`config.mk`:
```
export PLATFORM = sky130hd
export DESIGN_NAME = ft601_tx_ctrl
export DESIGN_NICKNAME = d
export VERILOG_FILES = /design/src/rtl/ft601_tx_ctrl.sv
export SDC_FILE = /design/constraint.sdc
export NUM_CORES = 1
export LEC_CHECK = 0
export CORE_MARGIN = 2
export CORE_UTILIZATION = 48
export DETAILED_ROUTE_END_ITERATION = 8
export PLACE_DENSITY = 0.74
export SLEW_MARGIN = 25
export SYNTH_ARGS = -nofsm -noshare
export SYNTH_HDL_FRONTEND = slang
export SYNTH_SLANG_ARGS = --single-unit
```
`constraint.sdc`:
```
create_clock -name clk -period 3.9 [get_ports clk]
set_input_delay 0.78 -clock clk [delete_from_list [all_inputs] [get_ports clk]]
set_output_delay 0.78 -clock clk [all_outputs]
set_load 0.005 [all_outputs]
```
`src/rtl/ft601_tx_ctrl.sv`:
```
// rtl/ft601_tx_ctrl.sv - FT601 245-mode host-bound burst controller
// Prefetches capture-FIFO words into a 3-deep buffer and streams them out in capped bursts.
module ft601_tx_ctrl #(
  parameter int DATA_LEN   = 32,
  parameter int MAX_BURST  = 1024,
  parameter int GAP_CYCLES = 4
) (
  input  logic                  clk,
  input  logic                  rst_n,
  input  logic                  enable,
  input  logic                  fifo_empty,
  input  logic [DATA_LEN-1:0]   fifo_data,
  output logic                  fifo_rd_en_n,
  input  logic                  ft_txe_n,
  output logic [DATA_LEN-1:0]   ft_data,
  output logic [DATA_LEN/8-1:0] ft_be,
  output logic                  ft_wr_n,
  output logic                  ft_oe_n,
  output logic                  ft_rd_n,
  output logic                  busy,
  output logic [31:0]           words_sent
);

  localparam int BE_LEN = DATA_LEN / 8;

  typedef enum logic [1:0] {
    S_IDLE  = 2'd0,
    S_BURST = 2'd1,
    S_GAP   = 2'd2
  } state_t;

  state_t              state;
  state_t              state_next;

  logic [DATA_LEN-1:0] buf_mem [0:2];
  logic [1:0]          head_ptr;
  logic [1:0]          tail_ptr;
  logic [1:0]          occ;
  logic                inflight;
  logic [16:0]         burst_cnt;
  logic [7:0]          gap_cnt;

  logic                accept;
  logic                fetch;
  logic                push;
  logic [1:0]          occ_after_pop;
  logic [1:0]          occ_next;
  logic [1:0]          head_after_pop;
  logic [16:0]         burst_cnt_post;
  logic [DATA_LEN-1:0] head_next_data;
  logic                burst_end;
  logic                wr_n_next;
  logic                data_load;

  function automatic logic [1:0] ptr_inc(input logic [1:0] p);
    return (p == 2'd2) ? 2'd0 : p + 2'd1;
  endfunction

  // A word leaves the buffer only when the strobe is already on the bus and the FT601 takes it.
  assign accept         = ~ft_wr_n & ~ft_txe_n;
  assign push           = inflight;
  assign fetch          = (state == S_BURST) && enable && !fifo_empty &&
                          (({1'b0, occ} + {2'b00, inflight}) <= 3'd2);
  assign occ_after_pop  = occ - {1'b0, accept};
  assign occ_next       = occ_after_pop + {1'b0, push};
  assign head_after_pop = accept ? ptr_inc(head_ptr) : head_ptr;
  assign head_next_data = (occ_after_pop != 2'd0) ? buf_mem[head_after_pop] : fifo_data;
  assign burst_cnt_post = burst_cnt + {16'd0, accept};

  // End conditions look at the buffer after this cycle's pop/push and this cycle's fetch.
  assign burst_end = (burst_cnt_post == 17'(MAX_BURST)) ||
                     ft_txe_n ||
                     ((occ_next == 2'd0) && !fetch && fifo_empty) ||
                     (!enable && (occ_next == 2'd0) && !fetch);

  always_ff @(posedge clk or negedge rst_n) begin
    if (!rst_n) begin
      state <= S_IDLE;
    end else begin
      state <= state_next;
    end
  end

  always_comb begin
    state_next = state;
    case (state)
      S_IDLE: begin
        if (enable && !ft_txe_n && ((occ != 2'd0) || !fifo_empty)) begin
          state_next = S_BURST;
        end
      end
      S_BURST: begin
        if (burst_end) begin
          state_next = S_GAP;
        end
      end
      S_GAP: begin
        if (gap_cnt == 8'd1) begin
          state_next = S_IDLE;
        end
      end
      default: state_next = S_IDLE;
    endcase
  end

  always_comb begin
    wr_n_next = 1'b1;
    data_load = 1'b0;
    case (state)
      S_BURST: begin
        data_load = (occ_next != 2'd0);
        wr_n_next = burst_end || (occ_next == 2'd0);
      end
      default: begin
        wr_n_next = 1'b1;
        data_load = 1'b0;
      end
    endcase
  end

  always_ff @(posedge clk or negedge rst_n) begin
    if (!rst_n) begin
      occ        <= 2'd0;
      head_ptr   <= 2'd0;
      tail_ptr   <= 2'd0;
      inflight   <= 1'b0;
      burst_cnt  <= 17'd0;
      gap_cnt    <= 8'd0;
      ft_wr_n    <= 1'b1;
      ft_be      <= {BE_LEN{1'b0}};
      ft_data    <= {DATA_LEN{1'b0}};
      words_sent <= 32'd0;
    end else begin
      inflight <= fetch;
      occ      <= occ_next;
      head_ptr <= head_after_pop;
      if (push) begin
        tail_ptr <= ptr_inc(tail_ptr);
      end
      if ((state == S_IDLE) && (state_next == S_BURST)) begin
        burst_cnt <= 17'd0;
      end else if (accept) begin
        burst_cnt <= burst_cnt_post;
      end
      if ((state == S_BURST) && burst_end) begin
        gap_cnt <= 8'(GAP_CYCLES);
      end else if (state == S_GAP) begin
        gap_cnt <= gap_cnt - 8'd1;
      end
      ft_wr_n <= wr_n_next;
      ft_be   <= wr_n_next ? {BE_LEN{1'b0}} : {BE_LEN{1'b1}};
      if (data_load) begin
        ft_data <= head_next_data;
      end
      if (accept) begin
        words_sent <= words_sent + 32'd1;
      end
    end
  end

  // Storage needs no reset: occ and the pointers decide which entries are meaningful.
  always_ff @(posedge clk) begin
    if (push) begin
      buf_mem[tail_ptr] <= fifo_data;
    end
  end

  assign fifo_rd_en_n = ~fetch;
  assign ft_oe_n      = 1'b1;
  assign ft_rd_n      = 1'b1;
  assign busy         = (state != S_IDLE) || (occ != 2'd0);

endmodule
```
### Word level (Yosys, flattened, before mapping)

Memory sizes are Yosys's and may differ from the RTL's.
Index checks and enable logic that the tools add are counted.

* $add $sub $neg: 8
* magnitude comparators: 1
* eq/ne operators: 7
* muxes and demuxes: 17
* bitwise gates (word level): 4
* reductions and logical operators: 29

Operators with widths (count)
* $mux W17: 2
* $add A32 B1 Y32 const B: 1
* $mux W32: 1
* $add A17 B1 Y17: 1
* $eq A17 B11 Y1 const B: 1
* $mux W8: 2
* $mux W2: 6
* $reduce_bool A2 Y1: 6
* $logic_and A1 B1 Y1: 11
* $eq A8 B1 Y1 const B: 1
* $sub A8 B1 Y8 const B: 1
* $eq A2 B2 Y1 const B: 3
* $logic_or A1 B1 Y1: 6
* $pmux W2 S3: 1
* $add A2 B1 Y2 const B: 2
* $eq A2 B1 Y1 const B: 2
* $logic_not A1 Y1: 4
* $logic_not A2 Y1: 2
* $mux W1: 4
* $mux W4: 1
* $add A2 B1 Y3: 1
* $le A3 B2 Y1 const B: 1
* $not A1 Y1: 3
* $add A2 B1 Y2: 1
* 2 further kinds: 2

* register bits: 103
* memory bits (writable): 96
* input port bits: 37
* memories kept: 1

Memories
* buf_mem: words 3, width 32, read ports 1, clocked after Yosys merged registers in 0, write ports 1, RTL line 35 `logic [DATA_LEN-1:0] buf_mem [0:2];`

### Logic depth before layout (Yosys ltp)

Gate-level depths: netlist of the first run.

* depth after elaboration: 14
* depth in mapped cells: 12

### Worst setup path before layout of the first run

OpenSTA, ideal clock, no wires.

* kind: flip-flop to flip-flop
* start: register inflight
* end: memory buf_mem[1][0], enable pin
* library setup time: 0.470 ns
* data arrival time: 2.891 ns
* slack: 0.538 ns
* cell stages (with the launch flop): 3
* path buffers: 0
* period minus slack after synthesis: 3.362 ns
* path through: dfrtp_1 -> inv_1 -> nor3b_1

* longest elaborated chain between the ends: 2

RTL lines
* start, declared: RTL line 39 `logic inflight;`
* start signal, assigned: RTL line 134 `inflight <= fetch;`
* $mux W1: RTL line 163 `if (push) begin`
* $mux W1 (not written as such): RTL line 164 `buf_mem[tail_ptr] <= fifo_data;`
* end, declared: RTL line 35

No other way between the ends.

### Worst setup path in the final report of the first run

* start: input port ft_txe_n
* end: register state[1]

* longest elaborated chain between the ends: 11
* elaborated cells on any way between the ends: 20
* classes of those cells: 3 x add/sub; 1 x eq/ne; 3 x mux; 2 x bitwise; 11 x reduce/logical

RTL lines
* start, declared: RTL line 14 `input logic ft_txe_n,`
* $not A1 Y1 *: RTL line 60 `assign accept = ~ft_wr_n & ~ft_txe_n;`
* $and A1 B1 Y1 *: RTL line 60
* named net accept: RTL line 43 `logic accept;`
* branches (longest 6 deep; another with $add A17 B1 Y17)
* $logic_or A1 B1 Y1 *: RTL line 73 `((occ_next == 2'd0) && !fetch && fifo_empty) ||`
* $mux W2 *: RTL line 93 `if (burst_end) begin`
* $pmux W2 S3 *: RTL line 86 `case (state)`
* named net state_next[1]: RTL line 33 `state_t state_next;`
* end signal, assigned: RTL line 80 `state <= state_next;`
* end, declared: RTL line 32 `state_t state;`

Mark *: on every way through the listed nets, which the timed path passes.
A chain may end at the register's enable or synchronous reset.

==> results.toml, run 1 <==
[critical_path]
arrival_ps = 3500
crit_family = "simple AND/OR/NAND/NOR gates"
cp_common_cell = "ha_1"
r2r_slack_ps = 1040
required_ps = 4210
reg2reg_depth = 10
critical_path_class = "input port to flop"
worstPathMaxFanout = 9
crit_buf_inv = 2
r2r-end = "gap_cnt[1]"
cp_slowest_stage_delay_ps = 410
r2r-start = "ft_wr_n"
worstSetupEndpointType = "flop"
start_kind = "input port"
crit_slowest_cell = "clkdlybuf4s50_1"
crit_path_cell_trace = "clkdlybuf4s50_1 -> or2_1 -> clkinv_1 -> ha_1 -> ha_1 -> nand4_1 -> nor4_4 -> xor2_1 -> a211oi_1 -> and4_1 -> or3_1"

[clock_tree]
cts_inserted_buffers = 17
hold_buffers = 0
postCtsSetupBuffers = 0
cts_tree = "done"
clock_latency_ps = 440
clk_pin_slew_ps = 70
cts_root_buf = "clkbuf_16"
cts_max_level = 4
cts.sinks = 196
cts.path.max_buffers = 2
post_cts_resized = 0

[synthesis]
muxShareOfSynthArea_pct = 3.807
synth.largest_area_cell = "edfxtp_1"
ys_ff_latch = 196
synth_edf_count = 96
synthXorXnorAreaFrac_pct = 5.933
synthSimpleGateAreaFrac_pct = 13.16
synth-compound-area-share_pct = 8.684
synth_flop_cell = "dfrtp_1"
yosys.area_share.adder_pct = 1.487
synth_top_area_share_pct = 34.26
yosys-top-cells-count = "dfrtp_1 (99), edfxtp_1 (96), nor2_1 (66)"
avgSynthCellArea_sq_um = 12.12
synthCells = 694
yosys.cell_types.count = 50
synth_top_family_by_area = "simple AND/OR/NAND/NOR gates"
syn-cell-area_sq_um = 8414
yosysWarnings = 0
ys_seq_area_share_pct = 64.01
async_reset_ff_share_pct = 51.02
post-synth-top-count-cell = "dfrtp_1"
synth_area_leaders = "edfxtp_1 (34%), dfrtp_1 (29%), xnor2_1 (3.9%)"

[min_path]
min_path_type = "input port to asynchronous set/reset pin"

[grt]
first_global_vias = 5482
antenna_found_initial = 0
grt-ovfl-total = 0
grt_max_degree = 66
grt_use_total_pct = 19.74
grt_pass1_wl_mm = 28.14

[floorplan]
dieArea_sq_um = 18610
die_h_um = 136.4
rows = 48
die_w_um = 136.4
ios = 110
initial_core_util_pct = 48.82
coreArea_sq_um = 17240

[place]
gp_congestion = 0.8432
portBuffers = 107
dp_hpwl_mm = 11.33
placed_cell_area_sq_um = 9803
dp.cells = 1004

[layout]
num_antenna_cells = 0
fillCellCount = 1356
multi_input_area_sq_um = 2851
final_nets = 846
fin_cells = 1037
layout-drive-gt1-share_pct = 7.759
fin_area_sq_um = 10410
syn_to_final_growth_pct = 23.67
ff_latch_area_sq_um = 5386

[status]
outcome = "complete, no violations"

[drt]
initialDrtViolationCount = 369
ant_nets = 0
drc = 0
dr.pass1.iters = 4
route.vias.total = 5610
routedWlPerCell_um = 16.58
via_per_inst = 5.410
wl_mm = 17.19

[run]
drv_cap = 0

[power_and_ir_drop]
cellPowerDensity_nw_per_um2 = 590.9
ir_drop_uv = 376.1
p_leak_nw = 4.145

[timing]
fin_crit_sh_pct = 81.80
setup_violations = 0
tightest_slew_ps = 751.8
whs_ps = 378.4
maxSlewViolCount = 0
tns_ps = 0
slew_headroom_pct = 49.82
skew_ps = 11.55
rsz0062_at_grt = "no"
max_freq_mhz = 313.5
hold_viol = 0
post-route-min-period_ps = 3190
power breakdown:
part	internal [mW]	leakage [nW]	switching [mW]
combinational	0.866	1.67	0.973
sequential	2.43	2.19	0.197
clock	0.866	0.280	0.817
total	4.16	4.14	1.99
cell type report:
cell class,instances,area share (%)
sequential,196,51.76
multi-input combinational,447,27.40
timing repair buffer,123,12.10
clock buffer,18,4.220
tap,225,2.705
clock inverter,14,1.311
inverter,14,0.5050
state kept, by name, summed over array words and instances (netlist names):
signal,flops
gap_cnt,8
ft_wr_n,1
burst_cnt,17
words_sent,32
occ,2
inflight,1
ft_data,32
tail_ptr,2
state,2
head_ptr,2
buf_mem,96
ft_be,1
worst max path at each step:
stage          startpoint            end  slack [ps]  cells past startpoint
2_1_floorplan    inflight  buf_mem[1][0]         540                      2
3_3_place_gp     ft_txe_n       state[1]         390                     11
3_5_place_dp     ft_txe_n       state[1]         310                     11
4_1_cts          ft_txe_n       state[1]         740                     11
5_1_grt          ft_txe_n     gap_cnt[1]         490                     11
6_report         ft_txe_n       state[1]         710                     11
cells by family after synthesis:
group	after synthesis
AND/OR/NAND/NOR	223
flip-flops	196
AO/OA/AOI/OAI	123
XOR/XNOR	57
buffers and inverters	52
multiplexers	32
adder cells (fa/ha/maj)	10
other	1
layer usage:
| layer | share of wire, % | up-vias | track usage [%] |
|---|---|---|---|
| met1 | 44 | 2765 | 25.22 |
| met4 | 1.0 | 0 | 6.944 |
| met2 | 50 | 150 | 32.75 |
| li1 | - | 2682 | - |
| met5 | 0 | - | 0 |
| met3 | 5.3 | 13 | 5.071 |
cells in the final DEF (no fill, tap or decap), drive strengths merged, types with 18 or more instances in the layout:
cell / count
nand2: 63
nor3: 18
clkbuf: 18
nand3: 21
nor2: 66
inv: 21
a211oi: 35
a21oi: 43
mux2i: 32
dfrtp: 99
edfxtp: 96
xnor2: 37
clkdlybuf4s50: 106
o21ai: 37
xor2: 20
stage by stage:
| stage | power (mW) | util [%] | setup WS [ps] |
|---|---|---|---|
| 3_3_place_gp | 4.427 | 56.80 | 392.6 |
| 2_1_floorplan | 3.717 | - | 538.3 |
| 4_1_cts | 6.204 | 60.21 | 740.6 |
| 6_report | 6.149 | 60.37 | 709.8 |
| 3_5_place_dp | 4.505 | 56.87 | 311.4 |
| 5_1_grt | 6.508 | 60.37 | 490.0 |
No activity file was read; power rests on OpenSTA's default activity.
==> inputs of run 2 (changes only) <==
Clock period 3.9 ns to 3 ns, I/O delays scaled along.
==> run 2 against run 1 <==
Against the previous run:
- clock power increased by 27%
- final cell count increased by 1.1%
- sequential share of layout area decreased by 0.32 points
- via count increased by 0.70%
- clock-buffer cell count increased by 7
- power increased by 30%
- critical path type is now flop to output port
- largest power group unchanged
==> results.toml, run 2 (synthesized netlist as in run 1, its figures left out) <==
[layout]
postLayoutCoreUtil_pct = 60.74
top_register = "buf_mem"
layout-drive-gt1-share_pct = 8.505
final_nets = 857
layout_common_cells = "clkdlybuf4s50_1 (106), dfrtp_1 (99), edfxtp_1 (96), nor2_1 (65), nand2_1 (63)"
layout_commonest_cell = "clkdlybuf4s50_1"
top_regs = "buf_mem: 96 flops, ft_data: 32 flops, words_sent: 32 flops"
largest_reg_flops = 96
syn_to_final_growth_pct = 24.43
fin_cells = 1048
num_antenna_cells = 0

[critical_path]
worstPathMaxFanout = 4
worstSetupEndpointType = "output port"
cp-startpoint = "inflight"
r2r-end = "state[1]"
crit_family = "buffers and inverters"
start_kind = "flop"
crit_slowest_cell = "clkdlybuf4s50_1"
required_ps = 2400
endpoint = "fifo_rd_en_n"
r2r_slack_ps = 360
r2r-start = "ft_wr_n"
cp_slowest_stage_delay_ps = 470
crit_buf_inv = 2
critical_path_class = "flop to output port"
cp_num_cells = 6
arrival_ps = 2260
cp_common_cell = "ha_1"
reg2reg_depth = 10
crit_path_cell_trace = "ha_1 -> inv_1 -> ha_1 -> a21oi_1 -> or3_1 -> clkdlybuf4s50_1"

[grt]
grt_use_total_pct = 19.81
first_global_vias = 5681
grt_max_degree = 72
grt_pass1_wl_mm = 28.37
antenna_found_initial = 0
grt-ovfl-total = 0

[drt]
initialDrtViolationCount = 341
dr.pass1.iters = 7
route.vias.total = 5649
via_per_inst = 5.390
wl_mm = 17.14
drc = 0
ant_nets = 0
routedWlPerCell_um = 16.36

[place]
portBuffers = 107
dp.cells = 1016
dp_hpwl_mm = 11.35
gp_congestion = 0.8614

[status]
outcome = "complete, no violations"

[power_and_ir_drop]
ir_drop_uv = 535.0
p_leak_nw = 4.186
cellPowerDensity_nw_per_um2 = 762.7
power.total_mw = 7.985

[timing]
whs_ps = 319.1
setup_violations = 0
tns_ps = 0
slew_headroom_pct = 38.57
hold_viol = 0
skew_ps = 10.53
post-route-min-period_ps = 2860
maxSlewViolCount = 0
rsz0062_at_grt = "no"
tightest_slew_ps = 921.4
fin_crit_sh_pct = 95.34
max_freq_mhz = 349.6

[min_path]
min_path_type = "input port to asynchronous set/reset pin"

[floorplan]
die_h_um = 136.4
ios = 110
coreArea_sq_um = 17240
initial_core_util_pct = 48.82
dieArea_sq_um = 18610
die_w_um = 136.4
rows = 48

[clock_tree]
hold_buffers = 0
cts.sinks = 196
clk_pin_slew_ps = 70
postCtsSetupBuffers = 0
clock_latency_ps = 430
cts_tree = "done"
cts_inserted_buffers = 17
post_cts_resized = 0
cts_max_level = 4
cts.path.max_buffers = 2
cts_root_buf = "clkbuf_16"

[run]
drv_cap = 0
[run 2: cell type report]
cell class / count / area (sq um)
Inverter: 14 / 53.80
Clock buffer: 25 / 475.5
Tap cell: 225 / 281.5
Clock inverter: 7 / 71.32
Timing Repair Buffer: 134 / 1334
Sequential cell: 196 / 5386
Fill cell: 1308 / 6766
Multi-Input combinational cell: 447 / 2868
[run 2: layer usage]
layer	global-route usage (%)	wire [um]	up-vias
li1	-	-	2722
met1	26.21	7832	2752
met2	32.08	8123	161
met3	5.220	968	14
met4	6.308	216	0
met5	0	0	-
[run 2: through the flow]
| step | instance area (sq um) | setup WS [ps] |
|---|---|---|
| finish | 10470 | 139.9 |
| global placement | 9922 | -210.3 |
| CTS | 10470 | 101.0 |
| detailed placement | 9922 | -270.9 |
| global route | 10470 | 37.92 |
| floorplan | 8448 | 31.06 |
[run 2: power by group]
part | total (mW) | internal, mW | switching, mW
Sequential | 3.41 | 3.16 | 0.248
Combinational | 2.45 | 1.17 | 1.28
Clock | 2.13 | 1.19 | 0.938
[run 2: how the worst min path moves through the flow]
stage	to	slack, ps	cells past startpoint
final	words_sent[14]	320	1
after global routing	words_sent[8]	380	1
after CTS	words_sent[11]	340	1
after detailed placement	words_sent[31]	470	1
after global placement	words_sent[31]	460	1
after floorplan	burst_cnt[0]	300	0
==> inputs of run 3 (changes only) <==
Settings changed: CAP_MARGIN set to 40.
==> run 3 against run 2 <==
Against the previous run:
- power is essentially flat
- largest cell class unchanged
- highest routed layer unchanged
- flip-flop and latch count is the same
- die area is the same
- wire length grew 2.1%
- clock skew grew 1.5 ps
- hold slack lost 240 ps
- via count shrank 0.57%
- critical path type unchanged
- first-iteration DRC count shrank 3.2%
- critical path depth is the same
- final cell count is essentially flat
- combinational power is essentially flat
==> results.toml, run 3 (synthesized netlist as in run 1, its figures left out) <==
[status]
outcome = "complete, no violations"

[drt]
wl_met1_mm = 7.865
routedWlPerCell_um = 16.68
drc = 0
dr.pass1.iters = 5
met2RoutedLength_mm = 8.606
wl_mm = 17.50
initialDrtViolationCount = 330
ant_nets = 0
maxUsedRoutingLayer = "met4"
via_per_inst = 5.355
dr_wl_met3_um = 759
route.vias.total = 5617

[floorplan]
die_h_um = 136.4
ios = 110
initial_core_util_pct = 48.82
die_w_um = 136.4
rows = 48
coreArea_sq_um = 17240
dieArea_sq_um = 18610

[clock_tree]
hold_buffers = 0
cts_root_buf = "clkbuf_16"
post_cts_resized = 0
cts_inserted_buffers = 17
clk_pin_slew_ps = 70
postCtsSetupBuffers = 0
cts.sinks = 196
cts_max_level = 4
cts.path.max_buffers = 2
cts_tree = "done"
clock_latency_ps = 430

[layout]
fin_area_sq_um = 10500
layout_common_cells = "clkdlybuf4s50_1 (106), dfrtp_1 (99), edfxtp_1 (96), nor2_1 (65), nand2_1 (63)"
layout-drive-gt1-share_pct = 9.102
syn_to_final_growth_pct = 24.74
top_register = "buf_mem"
fillCellCount = 1315
multi_input_area_sq_um = 2868
top_regs = "buf_mem: 96 flops, ft_data: 32 flops, words_sent: 32 flops"
num_antenna_cells = 0
postLayoutCoreUtil_pct = 60.90
largest_reg_flops = 96
ff_latch_area_sq_um = 5386
layout_commonest_cell = "clkdlybuf4s50_1"
final_nets = 858

[power_and_ir_drop]
ir_drop_uv = 807.3
cellPowerDensity_nw_per_um2 = 761.1
p_leak_nw = 4.191

[timing]
whs_ps = 77.53
maxSlewViolCount = 0
skew_ps = 12.00
slew_headroom_pct = 59.66
fin_crit_sh_pct = 95.61
max_freq_mhz = 348.6
rsz0062_at_grt = "no"
tns_ps = 0
post-route-min-period_ps = 2868
setup_violations = 0
hold_viol = 0
tightest_slew_ps = 603.6

[place]
placed_cell_area_sq_um = 9950
gp_congestion = 0.8614
dp_hpwl_mm = 11.56
portBuffers = 107

[run]
drv_cap = 0

[critical_path]
critical_path_class = "flop to output port"
worstPathMaxFanout = 4
worstSetupEndpointType = "output port"
start_kind = "flop"
required_ps = 2400
reg2reg_depth = 10
arrival_ps = 2270

[grt]
first_global_vias = 5675
grt-ovfl-total = 0
grt_use_total_pct = 19.97
grt_max_degree = 66
grt_pass1_wl_mm = 28.74
antenna_found_initial = 0

[min_path]
min_path_type = "input port to asynchronous set/reset pin"
-- run 3: cell count changes in the layout (fill, tap and decap cells not counted) --
cell	previous run	this run
buf_16	0	1
clkbuf_1	6	4
clkbuf_8	2	0
clkinv_1	2	0
clkinv_2	1	3
clkinv_4	1	3
clkinvlp_4	1	4
inv_6	2	1
-- run 3: layer usage --
layer	global-route usage (%)	up-vias
met1	26.37	2750
li1	-	2710
met5	0	-
met4	6.481	0
met3	3.990	19
met2	33.28	138
-- run 3: final timing paths --
check / slack [ps] / end / start
setup / recovery: 130 / fifo_rd_en_n / inflight
hold / removal: 80 / words_sent[30] / rst_n
setup reg to reg: 270 / gap_cnt[5] / ft_wr_n
hold reg to reg: 480 / ft_data[26] / ft_data[26]
max in group asynchronous: 2070 / occ[0] / rst_n
min in group clk: 480 / ft_data[26] / ft_data[26]
-- run 3: report_power, final --
group          switching [mW]  leakage, nW  internal [mW]  total [mW]
Clock                   0.984        0.254           1.15        2.13
Sequential              0.250         2.19           3.16        3.41
Combinational            1.27         1.74           1.17        2.45
-- run 3: metrics by stage --
step           power, mW  cells  worst slack [ps]
5_1_grt            8.426   1049             16.56
2_1_floorplan      4.839    695             31.06
3_3_place_gp       5.823   1016            -210.3
3_5_place_dp       5.918   1017            -256.4
4_1_cts            8.064   1049             100.3
6_report           7.989   1049             131.7
-- run 3: area by class of cell --
class / instances / area share, %
clock buffers: 21 / 4.196
multi-input cells: 447 / 27.32
flip-flops and latches: 196 / 51.32
well taps: 225 / 2.682
inverters: 14 / 0.5126
repair buffers: 135 / 12.97
clock inverters: 11 / 1.001
-- run 3: worst max-delay path: stages (launching register included) --
cell and delay (ps):
dfrtp_1 440, ha_1 230, ha_1 190, nor2_1 80, a21oi_1 60, or3_1 370
clkdlybuf4s50_1 470
